## config.mk

```make
export PLATFORM = sky130hd
export DESIGN_NAME = bus6502_bridge
export DESIGN_NICKNAME = d
export VERILOG_FILES = /design/src/rtl/bus6502_bridge.sv
export SDC_FILE = /design/constraint.sdc
export NUM_CORES = 1
export LEC_CHECK = 0
export ABC_AREA = 1
export BUFFER_PORTS_ARGS = -buffer_cell sky130_fd_sc_hd__clkbuf_2
export CAP_MARGIN = 20
export CORE_ASPECT_RATIO = 0.6
export CORE_MARGIN = 5
export CORE_UTILIZATION = 33
export DETAILED_ROUTE_END_ITERATION = 8
export PLACE_DENSITY_LB_ADDON = 0.3
export SLEW_MARGIN = 25
export SYNTH_ARGS = -nofsm -noshare
export SYNTH_HDL_FRONTEND = slang
export SYNTH_SLANG_ARGS = --single-unit
export TNS_END_PERCENT = 5
```

## constraint.sdc

```tcl
create_clock -name clk -period 2.3 [get_ports clk]
set_input_delay 0.115 -clock clk [delete_from_list [all_inputs] [get_ports clk]]
set_output_delay 0.115 -clock clk [all_outputs]
set_load 0.02 [all_outputs]
```

## src/rtl/bus6502_bridge.sv

```systemverilog
// 6502 CPU bus to SDRAM bridge.
// Until the SDRAM image is loaded, reads are answered from a boot stub: a JMP opcode plus
// NMI/RESET/IRQ vectors, with NOP fill everywhere else. After the switch read, bytes come from
// SDRAM through a single-entry write-through cache. A response timeout returns 8'hFF and sets a
// sticky error flag, so a stalled controller can never hang the CPU bus.
module bus6502_bridge #(
    parameter int unsigned              ADDR_WIDTH  = 15,
    parameter logic [22-ADDR_WIDTH:0]   RAM_PAGE    = (23 - ADDR_WIDTH)'(1),
    parameter logic [ADDR_WIDTH-1:0]    STUB_ADDR   = ADDR_WIDTH'('h7FF9),
    parameter logic [15:0]              BOOT_TARGET = 16'hC000,
    parameter logic [ADDR_WIDTH-1:0]    SWITCH_ADDR = ADDR_WIDTH'('h7FFC),
    parameter int unsigned              TIMEOUT     = 255
) (
    input  logic                  clk,
    input  logic                  rst,
    input  logic [ADDR_WIDTH-1:0] c6502_addr,
    input  logic                  c6502_rw,
    input  logic                  c6502_cs,
    input  logic [7:0]            c6502_data_in,
    output logic [7:0]            c6502_data,
    output logic                  c6502_data_oe,
    output logic [22:0]           ram_addr,
    output logic                  ram_rw,
    output logic [7:0]            ram_wdata,
    output logic                  in_valid,
    input  logic                  busy,
    input  logic [7:0]            data_out,
    input  logic                  out_valid,
    input  logic                  init_sdram_data,
    output logic                  err
);

    localparam int unsigned CNT_W = $clog2(TIMEOUT + 1);
    localparam logic [CNT_W-1:0] CNT_LAST = CNT_W'(TIMEOUT - 1);

    // Fixed 6502 vector locations, truncated to the bridge's address width.
    localparam logic [ADDR_WIDTH-1:0] VEC_NMI_LO = ADDR_WIDTH'('h7FFA);
    localparam logic [ADDR_WIDTH-1:0] VEC_NMI_HI = ADDR_WIDTH'('h7FFB);
    localparam logic [ADDR_WIDTH-1:0] VEC_RST_LO = ADDR_WIDTH'('h7FFC);
    localparam logic [ADDR_WIDTH-1:0] VEC_RST_HI = ADDR_WIDTH'('h7FFD);
    localparam logic [ADDR_WIDTH-1:0] VEC_IRQ_LO = ADDR_WIDTH'('h7FFE);
    localparam logic [ADDR_WIDTH-1:0] VEC_IRQ_HI = ADDR_WIDTH'('h7FFF);
    localparam logic [ADDR_WIDTH-1:0] STUB_LO    = STUB_ADDR + ADDR_WIDTH'(1);
    localparam logic [ADDR_WIDTH-1:0] STUB_HI    = STUB_ADDR + ADDR_WIDTH'(2);

    typedef enum logic [2:0] {
        StIdle,
        StDecode,
        StIssue,
        StWait,
        StRelease
    } state_e;

    state_e                  state_q, state_d;
    logic [ADDR_WIDTH-1:0]   addr_q, addr_d;
    logic                    rw_q, rw_d;
    logic [7:0]              wdata_q, wdata_d;
    logic [7:0]              data_q, data_d;
    logic                    oe_q, oe_d;
    logic [22:0]             ram_addr_q, ram_addr_d;
    logic                    ram_rw_q, ram_rw_d;
    logic [7:0]              ram_wdata_q, ram_wdata_d;
    logic                    in_valid_q, in_valid_d;
    logic                    err_q, err_d;
    logic                    sdram_ok_q, sdram_ok_d;
    logic                    cache_valid_q, cache_valid_d;
    logic [ADDR_WIDTH-1:0]   cache_tag_q, cache_tag_d;
    logic [7:0]              cache_data_q, cache_data_d;
    logic [CNT_W-1:0]        cnt_q, cnt_d;
    logic [7:0]              stub_byte;
    logic                    cache_hit;

    assign cache_hit = cache_valid_q && (cache_tag_q == addr_q);

    // Boot stub contents for the latched address; the switch address only reaches the
    // last branch when the SDRAM image is not yet loaded.
    always_comb begin
        stub_byte = 8'hEA;
        if (addr_q == STUB_ADDR) begin
            stub_byte = 8'h4C;
        end else if (addr_q == STUB_LO || addr_q == VEC_NMI_LO || addr_q == VEC_RST_LO ||
                     addr_q == VEC_IRQ_LO) begin
            stub_byte = BOOT_TARGET[7:0];
        end else if (addr_q == STUB_HI || addr_q == VEC_NMI_HI || addr_q == VEC_RST_HI ||
                     addr_q == VEC_IRQ_HI) begin
            stub_byte = BOOT_TARGET[15:8];
        end else if (addr_q == SWITCH_ADDR) begin
            stub_byte = BOOT_TARGET[7:0];
        end
    end

    // Transaction FSM: next state and next values of every registered output.
    always_comb begin
        state_d       = state_q;
        addr_d        = addr_q;
        rw_d          = rw_q;
        wdata_d       = wdata_q;
        data_d        = data_q;
        oe_d          = oe_q;
        ram_addr_d    = ram_addr_q;
        ram_rw_d      = ram_rw_q;
        ram_wdata_d   = ram_wdata_q;
        in_valid_d    = 1'b0;
        err_d         = err_q;
        sdram_ok_d    = sdram_ok_q;
        cache_valid_d = cache_valid_q;
        cache_tag_d   = cache_tag_q;
        cache_data_d  = cache_data_q;
        cnt_d         = cnt_q;

        unique case (state_q)
            StIdle: begin
                if (!c6502_cs) begin
                    addr_d  = c6502_addr;
                    rw_d    = c6502_rw;
                    wdata_d = c6502_data_in;
                    state_d = StDecode;
                end
            end
            StDecode: begin
                if (!sdram_ok_q) begin
                    if (!rw_q) begin
                        // Writes before the image is loaded have nowhere to go.
                        state_d = StRelease;
                    end else if (addr_q == SWITCH_ADDR && init_sdram_data) begin
                        sdram_ok_d = 1'b1;
                        state_d    = StIssue;
                    end else begin
                        data_d  = stub_byte;
                        state_d = StRelease;
                    end
                end else if (rw_q && cache_hit) begin
                    data_d  = cache_data_q;
                    state_d = StRelease;
                end else begin
                    state_d = StIssue;
                end
            end
            StIssue: begin
                if (!busy) begin
                    in_valid_d  = 1'b1;
                    ram_addr_d  = {RAM_PAGE, addr_q};
                    ram_rw_d    = ~rw_q;
                    ram_wdata_d = wdata_q;
                    if (rw_q) begin
                        cnt_d   = '0;
                        state_d = StWait;
                    end else begin
                        // Posted write; keep the cached copy coherent.
                        if (cache_hit) begin
                            cache_data_d = wdata_q;
                        end
                        state_d = StRelease;
                    end
                end
            end
            StWait: begin
                // A response in the final counted cycle still beats the timeout.
                if (out_valid) begin
                    data_d        = data_out;
                    cache_tag_d   = addr_q;
                    cache_data_d  = data_out;
                    cache_valid_d = 1'b1;
                    state_d       = StRelease;
                end else if (cnt_q == CNT_LAST) begin
                    data_d  = 8'hFF;
                    err_d   = 1'b1;
                    state_d = StRelease;
                end else begin
                    cnt_d = cnt_q + CNT_W'(1);
                end
            end
            StRelease: begin
                if (c6502_cs) begin
                    oe_d    = 1'b0;
                    state_d = StIdle;
                end else begin
                    oe_d = rw_q;
                end
            end
            default: begin
                state_d = StIdle;
            end
        endcase
    end

    // State and output registers with synchronous reset.
    always_ff @(posedge clk) begin
        if (rst) begin
            state_q       <= StIdle;
            addr_q        <= '0;
            rw_q          <= 1'b1;
            wdata_q       <= '0;
            data_q        <= '0;
            oe_q          <= 1'b0;
            ram_addr_q    <= '0;
            ram_rw_q      <= 1'b0;
            ram_wdata_q   <= '0;
            in_valid_q    <= 1'b0;
            err_q         <= 1'b0;
            sdram_ok_q    <= 1'b0;
            cache_valid_q <= 1'b0;
            cache_tag_q   <= '0;
            cache_data_q  <= '0;
            cnt_q         <= '0;
        end else begin
            state_q       <= state_d;
            addr_q        <= addr_d;
            rw_q          <= rw_d;
            wdata_q       <= wdata_d;
            data_q        <= data_d;
            oe_q          <= oe_d;
            ram_addr_q    <= ram_addr_d;
            ram_rw_q      <= ram_rw_d;
            ram_wdata_q   <= ram_wdata_d;
            in_valid_q    <= in_valid_d;
            err_q         <= err_d;
            sdram_ok_q    <= sdram_ok_d;
            cache_valid_q <= cache_valid_d;
            cache_tag_q   <= cache_tag_d;
            cache_data_q  <= cache_data_d;
            cnt_q         <= cnt_d;
        end
    end

    assign c6502_data    = data_q;
    assign c6502_data_oe = oe_q;
    assign ram_addr      = ram_addr_q;
    assign ram_rw        = ram_rw_q;
    assign ram_wdata     = ram_wdata_q;
    assign in_valid      = in_valid_q;
    assign err           = err_q;

endmodule

```

==> results by group <==
Clocking
  • Bufs on Longest Clock Path: 2
  • Post-CTS Setup Bufs: 0
  • Post-cts resize count: 0
  • CTS clk-pin slew, worst paths: 0.06 ns
  • CTS HTree Levels: 3
  • CTS sink count: 96
  • Worst-Skew Late Latency: 0.35 ns
  • TritonCTS clock tree: yes
  • Number of CTS-inserted buffers: 9
  • Hold Buf Count CTS: 0
  • Clock Tree Root: clkbuf_16

Min path
  • Hold Path Sink: addr_q[5]
  • Hold Crit Depth: 3
  • Worst Hold Launch: c6502_addr[5]
  • Hold crit path type: input pin to flip-flop

Critical path
  • FF-to-FF End: cache_data_q[6]
  • FF-to-FF Start: state_q[0]
  • Reg-to-reg slack, setup: 0.24 ns
  • Critical path's top delay family: simple AND/OR/NAND/NOR gates
  • Worst EP arrival: 2.29 ns
  • Crit-path slowest cell: dfxtp_1
  • Crit Path Category: flip-flop to flip-flop
  • Crit path cell chain: nand2_4 -> nor2_8 -> inv_8 -> nor2_4 -> inv_2 -> nand2_1 -> nor3_2 -> nand2_2 -> inv_1 -> nor2_1 -> nor2_1
  • Slowest stage delay, CP: 0.51 ns
  • Crit path max fanout: 24
  • CP Data Required Time: 2.53 ns
  • Cell mode on critical path: nor2_1
  • Startpoint Class: flip-flop
  • Critical Path Sink Type: flip-flop
  • R2r worst-path depth: 11
  • WP buf/inv: 3

Floorplan
  • Die X-Extent: 160.1 µm
  • Die height: 100.0 µm
  • I/O pin count: 81
  • Core ar.: 0.01305 mm²
  • Site Rows: 32
  • Die Area: 0.01601 mm²
  • Initial Util: 34.16%

STA
  • Crit path time final: 2.064 ns
  • # setup viols final: 0
  • Final Hold Slack: 0.01070 ns
  • Setup TNS: 0 ns
  • Actual slew at the worst max-slew pin: 0.7183 ns
  • FMAX: 484.4 MHz
  • Hold Fails Final Rpt: 0
  • Relative slew slack: 52.04%
  • RSZ-0062 raised after global routing: no
  • Final Skew: 0.01101 ns
  • Post-route clock period utilization: 89.75%
  • Pins Over Slew Limit: 0

Routing
  • Avg WL per Cell: 13.21 µm
  • Routed wire length: 11.52 mm
  • Post-route ant nets: 0
  • DR vias/cell: 4.671
  • Via count: 4073
  • Initial DRT Pass Iterations: 5
  • Drt drc: 0
  • Initial drt markers: 228

Synth
  • Complex-gate fraction of the synthesized area: 19.70%
  • Register area share after synthesis: 43.10%
  • Most numerous cell in the Yosys netlist: nand2_1
  • Post-synth top area cell: dfxtp_1
  • Synth Area in Simple Gates: 24.97%
  • Top cell type's share of synthesized area: 43.10%
  • Synth area leaders: dfxtp_1 43%, nand2_1 12%, o21ai_0 9.1%, a21oi_1 8.2%, inv_1 6.1%
  • Synth Area in Adders: 0.5612%
  • YS warnings: 0
  • Synth cell types: 39
  • Mux cell area share after synthesis: 0%
  • Post-synth EDFFs: 0
  • Ys flop type: dfxtp_1
  • Ys async rst share: 0%
  • Synth Area per Inst: 7.000 µm²
  • Most instantiated cells after synthesis: 139 x nand2_1, 96 x dfxtp_1, 81 x o21ai_0
  • Largest family of logic cells by synthesized area: simple AND/OR/NAND/NOR gates
  • Cell area after synthesis: 0.004459 mm²
  • Synthesized flop and latch total: 96
  • Post-synthesis xor/xnor area fraction: 0.7856%
  • Cell count after synthesis: 637

Power
  • Comb power frac: 12.2%
  • Cell internal pwr: 2.883 mW
  • Power density cells: 746.9 mW/mm²
  • Clock power frac: 41.6%
  • Reg power frac: 46.2%
  • Final total power: 3.924 mW
  • VDD IR max: 0.0003282 V
  • P_sw: 1.041 mW
  • Sw Share: 26.53%
  • Leakage: 2.378 nW

Layout
  • Fill count: 1357
  • Diode count: 0
  • Area Overhead vs Synth: 17.82%
  • Area of the multi-input gates: 0.002081 mm²
  • Fin area: 0.005254 mm²
  • FF/Latch Area: 0.001922 mm²
  • Final #Nets: 737
  • Share of layout cells above drive strength 1: 16.95%

Global routing
  • Global route overflow: 0
  • First-pass GRT wire length: 19.09 mm
  • Initial antenna violation count: 0
  • Vias in the first global route: 3874
  • Largest net degree at the start of global routing: 59
  • GRT Util Overall: 14.68%

Place
  • Post-DP HPWL: 8.520 mm
  • Cell Area, Placed: 0.004931 mm²
  • Placer congestion estimate: 0.8562
  • Buffers on Ports: 73

Job
  • Max_cap viols: 0

Outcome
  • Status: finished clean
[state kept, by name, summed over array words and instances (netlist names)]
signal,cells
c6502_data_oe,1
c6502_data,8
cnt_q,8
addr_q,15
sdram_ok_q,1
state_q,3
wdata_q,8
cache_tag_q,15
err,1
rw_q,1
cache_data_q,8
ram_wdata,8
cache_valid_q,1
ram_addr,16
ram_rw,1
in_valid,1
[final cells by class]
type                    count  share of cell area, %
multi-input cells         433                  39.60
flip-flops and latches     96                  36.58
repair buffers             76                  7.621
inverters                  81                  6.001
clock buffers              12                  4.692
well taps                 170                  4.049
clock inverters             4                  1.453
[per-layer routing]
metal,global-route usage [%],part of all wire (%),vias to the layer above
met1,22.18,54,1809
met2,19.48,37,110
met5,0,0,-
met4,4.560,1.4,0
li1,-,-,2141
met3,4.719,7.1,13
[stage by stage]
stage               worst slack (ns)  util [%]  std cells
floorplan                     0.7626         -        643
global route                 0.04143     40.25        872
global placement              0.2661     37.78        856
detailed placement            0.2619     37.78        856
finish                        0.2356     40.25        872
CTS                           0.2238     40.25        872
[kinds of logic (layout without fill, tap and decap cells)]
family          count (synthesis)  after routing
compound gates                168            168
flops                          96             96
xor+xnor                        4              4
fa+ha+maj                       2              2
buf+inv                       114            173
simple gates                  252            252
other cells                     1              7
[power by group through the flow]
stage               Clock, mW  Sequential (mW)  Combinational, mW
finish                   1.63             1.81              0.477
CTS                      1.67             1.81              0.480
detailed placement          0             1.85              0.477
global placement            0             1.85              0.470
floorplan                   0             1.86              0.322
global route             1.75             1.82              0.546
[layout by cell type (no fill, tap or decap), types with 2 or more instances in the layout]
cell type / count
a21oi_1: 73
buf_4: 2
bufinv_16: 2
clkbuf_1: 2
clkbuf_16: 9
clkbuf_2: 73
conb_1: 7
dfxtp_1: 96
ha_1: 2
inv_1: 72
inv_2: 5
nand2_1: 139
nand2_2: 3
nand2_4: 3
nand3_1: 19
nand4_1: 3
nor2_1: 68
nor2_2: 4
nor2_4: 3
nor2_8: 3
nor3_1: 2
nor3b_1: 2
o21a_1: 2
o21ai_0: 81
o21ai_1: 3
o311ai_0: 2
xor2_1: 4
[worst reg2reg max path: stages (launching register included)]
cell     delay, ns
dfxtp_1       0.51
nand2_4       0.14
nor2_8        0.30
inv_8         0.10
nor2_4        0.13
inv_2         0.10
nand2_1       0.09
nor3_2        0.04
nand2_2       0.20
inv_1         0.17
nor2_1        0.11
nor2_1        0.05
[how the worst max path moves through the flow]
stage	slack, ns	start	end	depth (start not counted)
final	0.24	state_q[0]	cache_data_q[6]	11
after global routing	0.04	state_q[0]	cache_data_q[5]	11
after CTS	0.22	state_q[0]	cache_data_q[2]	11
after detailed placement	0.26	state_q[0]	cache_data_q[5]	11
after global placement	0.27	state_q[0]	cache_data_q[5]	11
after floorplan	0.76	state_q[2]	cnt_q[2]	12
Note: power is estimated with default switching activity, not from simulation.
